===== src/rtl/button_press_counter.sv =====
// button_press_counter: synchronises and debounces a raw push-button, emitting press/release/long-press
// pulses and a wrapping press count.
module button_press_counter #(
    parameter int DEBOUNCE_CYCLES = 1_000_000,
    parameter int LONG_CYCLES     = 50_000_000,
    parameter int CNT_WIDTH       = 4
) (
    input  logic                 clk,
    input  logic                 reset_n,
    input  logic                 btn_in,
    input  logic                 clear,
    output logic                 press_pulse,
    output logic                 release_pulse,
    output logic                 long_press,
    output logic                 btn_state,
    output logic [CNT_WIDTH-1:0] count
);
    localparam int MAXC = (DEBOUNCE_CYCLES > LONG_CYCLES) ? DEBOUNCE_CYCLES : LONG_CYCLES;
    localparam int TW = $clog2(MAXC + 1);
    localparam logic [TW-1:0] DEB_END  = TW'(DEBOUNCE_CYCLES - 1);
    localparam logic [TW-1:0] LONG_END = TW'(LONG_CYCLES - 1);
    localparam logic [TW-1:0] T_ONE    = TW'(1);

    typedef enum logic [1:0] {IDLE, PRESS_WAIT, HELD, RELEASE_WAIT} state_t;

    state_t        state, state_nx;
    logic [TW-1:0] timer, timer_nx;
    logic          long_done, long_done_nx;
    logic          press_nx, release_nx, long_nx;
    logic          btn_m, btn_s;

    always_ff @(posedge clk or negedge reset_n) begin
        if (!reset_n) begin
            btn_m <= 1'b0;
            btn_s <= 1'b0;
        end else begin
            btn_m <= btn_in;
            btn_s <= btn_m;
        end
    end

    always_ff @(posedge clk or negedge reset_n) begin
        if (!reset_n) begin
            state         <= IDLE;
            timer         <= '0;
            long_done     <= 1'b0;
            press_pulse   <= 1'b0;
            release_pulse <= 1'b0;
            long_press    <= 1'b0;
            btn_state     <= 1'b0;
            count         <= '0;
        end else begin
            state         <= state_nx;
            timer         <= timer_nx;
            long_done     <= long_done_nx;
            press_pulse   <= press_nx;
            release_pulse <= release_nx;
            long_press    <= long_nx;
            btn_state     <= (state_nx == HELD) || (state_nx == RELEASE_WAIT);
            count         <= clear ? '0 : count + CNT_WIDTH'(press_nx);
        end
    end

    always_comb begin
        state_nx     = state;
        timer_nx     = timer;
        long_done_nx = long_done;
        press_nx     = 1'b0;
        release_nx   = 1'b0;
        long_nx      = 1'b0;
        case (state)
            IDLE: begin
                if (btn_s) begin
                    state_nx = PRESS_WAIT;
                    timer_nx = T_ONE;
                end
            end
            PRESS_WAIT: begin
                if (!btn_s) begin
                    state_nx = IDLE;
                    timer_nx = '0;
                end else if (timer == DEB_END) begin
                    state_nx = HELD;
                    press_nx = 1'b1;
                    timer_nx = '0;
                end else begin
                    timer_nx = timer + T_ONE;
                end
            end
            HELD: begin
                if (!btn_s) begin
                    state_nx = RELEASE_WAIT;
                    timer_nx = T_ONE;
                end else if (timer == LONG_END && !long_done) begin
                    long_nx      = 1'b1;
                    long_done_nx = 1'b1;
                end else if (timer != '1) begin
                    // saturate so a very long hold cannot wrap back onto LONG_END
                    timer_nx = timer + T_ONE;
                end
            end
            RELEASE_WAIT: begin
                if (btn_s) begin
                    state_nx = HELD;
                    timer_nx = '0;
                end else if (timer == DEB_END) begin
                    state_nx     = IDLE;
                    release_nx   = 1'b1;
                    long_done_nx = 1'b0;
                    timer_nx     = '0;
                end else begin
                    timer_nx = timer + T_ONE;
                end
            end
            default: state_nx = IDLE;
        endcase
    end
endmodule


===== config.mk =====
export PLATFORM = sky130hd
export DESIGN_NAME = button_press_counter
export DESIGN_NICKNAME = d
export VERILOG_FILES = /design/src/rtl/button_press_counter.sv
export SDC_FILE = /design/constraint.sdc
export NUM_CORES = 1
export LEC_CHECK = 0
export ABC_AREA = 1
export CAP_MARGIN = 0
export CORE_ASPECT_RATIO = 0.8
export CORE_UTILIZATION = 40
export CTS_BUF_LIST = sky130_fd_sc_hd__clkbuf_2 sky130_fd_sc_hd__clkbuf_4 sky130_fd_sc_hd__clkbuf_8
export DETAILED_ROUTE_END_ITERATION = 8
export SETUP_SLACK_MARGIN = 0.2
export SYNTH_ARGS = -nofsm -noshare
export SYNTH_HDL_FRONTEND = slang
export SYNTH_SLANG_ARGS = --single-unit

===== constraint.sdc =====
create_clock -name clk -period 5.3 [get_ports clk]
set_clock_uncertainty 0.2 [all_clocks]
set_input_delay 1.06 -clock clk [delete_from_list [all_inputs] [get_ports clk]]
set_output_delay 1.06 -clock clk [all_outputs]
set_load 0.02 [all_outputs]

# After elaboration in Yosys (flattened, before gate mapping)
# Index checks and enable logic that the tools add are counted.
# op_classes
add_sub_neg	2
n_eq_ne	15
mux	29
n_reduce_logical	7
# op_table
op	n
2-to-1 mux 26 bit	7
case mux 26 bit (4 select lines)	1
adder 26 x 1 -> 26 bit (second input constant)	1
equality test 26 x 20 -> 1 bit (second input constant)	1
equality test 26 bit (second input constant)	1
!= test 26 bit (second input constant)	1
2-to-1 mux 1 bit	12
2-to-1 mux 2 bit	6
!= test 2 bit (second input constant)	5
equality test 2 bit (second input constant)	4
case mux 2 bit (4 select lines)	1
!= test 3 bit (second input constant)	2
AND reduction 5 bit	1
adder 4 x 1 -> 4 bit	1
2-to-1 mux 4 bit	1
AND reduction 3 bit	1
equality test 2 x 1 -> 1 bit (second input constant)	1
logical NOT 2 bit	1
case mux 1 bit (2 select lines)	1
nonzero test 2 bit	1
logical AND 1 bit	1
logical NOT 1 bit	1
logical OR 1 bit	1
# totals
ff_bits	39
inputBits	4
output_inout_bits	8
word_cells	63

# Longest topological paths before layout
# logic_depth
word_depth	6
depth_mapped	12
mapped_depth_nobuf	12

# Worst setup path after synthesis
# OpenSTA, ideal clock, no wires.
# synth_path
path_type	reg2reg
from	reg timer[0]
to	reg count[2]
setup_time_ns	0.119
t_arrival_ns	1.779
required_ns	4.981
slack_ns	3.203
path_stages_with_launch	12
path_buffers	0
synth_period_minus_slack_ns	2.097
cell_sequence	dfrtp_1 -> ha_1 -> nand2_2 -> nor2_8 -> nand2_1 -> nor4_1 -> nand3_1 -> nor2_1 -> ha_1 -> ha_1 -> xnor2_1 -> nor2_1
# synth_between
elab_chain_cells	6
# synth_rtl
item	line	source
from (decl)	27	logic [TW-1:0] timer, timer_nx;
from (signal assigned)	54	timer <= timer_nx;
equality test 26 x 20 -> 1 bit	82	end else if (timer == DEB_END) begin
2-to-1 mux 1 bit	82	
2-to-1 mux 1 bit	79	if (!btn_s) begin
2-to-1 mux 1 bit	71	case (state)
named net press_nx	29	logic press_nx, release_nx, long_nx;
adder 4 x 1 -> 4 bit	60	count <= clear ? '0 : count + CNT_WIDTH'(press_nx);
2-to-1 mux 4 bit	60	
to (signal assigned)	60	
to (decl)	16	output logic [CNT_WIDTH-1:0] count
# The timed path passes the listed nets, and every way through them passes these cells.
# A chain may end at the register's enable or synchronous reset.

# Worst setup path after layout
# layout_path
from	reg count[2]
to	out count[2]
# No word-level cell between the ends.

==> impl_metrics.py <==
metrics = {
    "critical_path": {
        "crit_path_max_incr_delay_ns": 0.62,
        "cp_slowest_cell": "clkdlybuf4s50_1",
        "worstSetupPathType": "flop to output port",
        "regToRegStartpoint": "btn_s",
        "cp_num_buf_inv": 1,
        "arrival_ns": 1.29,
        "r2r_cells": 8,
        "cpLargestDelayFamily": "buffers and inverters",
        "required_ns": 4.04,
        "rrSetupSlack_ns": 2.76,
        "end_kind": "output port",
        "cp_max_fo": 3,
        "start_kind": "flop",
        "crit_chain": "clkdlybuf4s50_1",
        "timing.rr.end": "timer[9]",
    },
    "logic_synthesis": {
        "synth_edf_count": 0,
        "syn_nets": 420,
        "synth_area_sq_mm": 0.00276,
        "yosys.area.top_type": "dfrtp_1",
        "synthAdderAreaFrac_pct": 1.36,
        "avgSynthCellArea_sq_um": 6.67,
        "synth_mux_area_share_pct": 0,
        "synth_area_leaders": "dfrtp_1 35%, nand2_1 18%, nor2_1 8.0%",
        "synthCells": 413,
        "async_flop_share_pct": 100,
        "synth_warnings": 0,
        "synth_top_area_share_pct": 35.4,
        "synth_xor_area_share_pct": 4.77,
        "yosys_most_used_dff": "dfrtp_1",
        "yosys.area_share.simple_pct": 45.9,
        "yosysMostFrequentCell": "nand2_1",
        "ys_seq_area_share_pct": 35.4,
        "synth_compound_area_share_pct": 2.36,
        "synth_seq_cells": 39,
        "synth_top_family_by_area": "simple AND/OR/NAND/NOR gates",
        "synthDistinctLibCells": 29,
        "ys_top_cells_by_count": "134 x nand2_1, 59 x nor2_1, 49 x inv_1, 39 x dfrtp_1, 33 x nand3_1",
    },
    "grt": {
        "grt_pass1_wl_mm": 12.2,
        "grt_pass1_vias": 2459,
        "grt_max_degree": 40,
        "antenna_found_initial": 0,
        "grt_overflow_total": 0,
        "grt_use_total_pct": 21.8,
    },
    "cells_and_area": {
        "n_antenna_cell": 0,
        "final_nets": 426,
        "postLayoutCoreUtil_pct": 45.9,
        "drive_above_1_share_pct": 5.48,
        "area_growth_pct": 8.26,
    },
    "floorplan": {
        "pin_count": 12,
        "core_sq_mm": 0.00651,
        "start_util_pct": 42.4,
        "die_h_microns": 76.3,
        "fp.dieW_microns": 94.8,
        "dieArea_sq_mm": 0.00723,
        "rows": 26,
    },
    "clock_tree": {
        "cts_hold_buffers": 0,
        "cts_resized": 0,
        "root_buffer": "clkbuf_8",
        "clkLatencyLatePin_ns": 0.30,
        "cts_setup_buffers": 0,
        "cts_tree": "built",
        "numCtsBuffers": 5,
        "htree_num_levels": 2,
        "cts_sinks": 39,
        "clk_path_buf_depth": 2,
        "clk_pin_slew_worst_paths_ns": 0.07,
    },
    "drt": {
        "vias": 2645,
        "firstDrtPassIters": 5,
        "route.detailed.wl_per_inst_microns": 14.4,
        "antenna_left": 0,
        "drt-initial-drc-count": 213,
        "vias_per_cell": 5.25,
        "wirelength_mm": 7.25,
        "drc_errors": 0,
    },
    "status": {
        "status": "finished clean",
    },
    "hold_path": {
        "min_from": "btn_m",
        "hold_depth": 0,
        "hold_class": "flop to flop",
        "hold_end": "btn_s",
    },
    "power_and_ir_drop": {
        "pwr-share-comb_pct": 5.6,
        "clkPwrFrac_pct": 40.9,
        "p_leak_nw": 1.48,
        "power.density_mw_per_mm2": 190,
        "swShare_pct": 24.1,
        "peakVddDrop_v": 0.000106,
        "p_switching_mw": 0.137,
        "pwr-share-seq_pct": 53.5,
        "internal_power_mw": 0.431,
    },
    "sta": {
        "finalHoldViolations": 0,
        "final.min_clock_period_ns": 2.55,
        "worst_slew_pin_slew_ns": 0.882,
        "finalSetupViolCount": 0,
        "maxSlewViolCount": 0,
        "maxSlewHeadroom_pct": 41.2,
        "min_period_over_period_pct": 48.1,
        "setup_tns_ns": 0,
        "rsz0062_at_grt": "no",
        "max_freq_mhz": 392,
    },
    "placement": {
        "dp_hpwl_mm": 5.52,
        "numPortBuffers": 11,
        "globalplace.congestion": 0.946,
    },
    "flow_run": {
        "drv_cap": 0,
    },
}
-- sequential cells by signal, indices dropped and copies added, names as in the netlist --
signal,flops
press_pulse,1
btn_m,1
long_done,1
count,4
timer,26
long_press,1
btn_state,1
release_pulse,1
state,2
btn_s,1
-- power by group through the flow --
stage,Clock (mW),Combinational [mW],Sequential [mW]
floorplan,0,0.0219,0.307
global placement,0,0.0316,0.310
detailed placement,0,0.0321,0.310
CTS,0.238,0.0321,0.304
global route,0.250,0.0359,0.305
finish,0.232,0.0319,0.304
-- per-layer routing --
metal,track usage [%],share of wire [%]
met3,4.89,5.8
met2,30.4,41
met4,4.39,0.91
met5,0,0
met1,33.8,53
-- through the flow --
step,hold slack [ns],instances,setup WS (ns),instance area (sq um),power (mW)
2_1_floorplan,0.131,413,3.20,2760,0.329
3_3_place_gp,0.133,496,2.81,2880,0.341
3_5_place_dp,0.135,496,2.78,2880,0.342
4_1_cts,0.152,504,2.73,2980,0.574
5_1_grt,0.156,504,2.56,2980,0.591
6_report,0.151,504,2.75,2980,0.568
-- cell usage in the layout (no fill, tap or decap), types with 2 or more instances in the layout --
cell and instances:
nand2_1 134, nand4_1 30, inv_2 2, nand3_1 33
nor4_1 3, dfrtp_1 39, clkbuf_8 7, nor2_4 2
clkdlybuf4s50_1 10, nor3_1 8, xor2_1 9, o21ai_1 2
nor2_1 59, inv_1 49, nand2_2 3, o21ai_0 10
xnor2_1 6, nor2_2 2, ha_1 3
-- logic make-up (layout without fill, tap and decap cells) --
family,Yosys count,after routing
adders and majority gates,3,3
and+or+nand+nor,279,279
xor gates and xnor gates,15,15
buffers and inverters,64,71
DFF,39,39
AOI/OAI and AO/OA,13,13
-- worst register-to-register path, cell delays in order, from the launching register on --
cell	delay, ns
dfrtp_1	0.70
inv_2	0.28
nor3_1	0.38
nand4_4	0.19
nand3_4	0.26
inv_2	0.23
nand2_1	0.13
nand2_1	0.07
inv_1	0.05
-- cell type report --
cell class                 instances  area, sq um
clock buffer                       8          104
fill                             702         3520
inverter                          52          195
multi-input combinational        310         1500
sequential                        39          976
tap                               84          105
timing repair buffer              11          105
-- worst max-delay path by stage --
stage,cells past startpoint,slack (ns),to,from
after global placement,11,2.81,count[2],timer[0]
final,1,2.75,count[2],count[2]
after global routing,11,2.56,count[2],timer[1]
after CTS,1,2.73,count[2],count[2]
after detailed placement,11,2.78,count[2],timer[1]
after floorplan,11,3.20,count[2],timer[0]
Note: power is estimated with default switching activity, not from simulation.
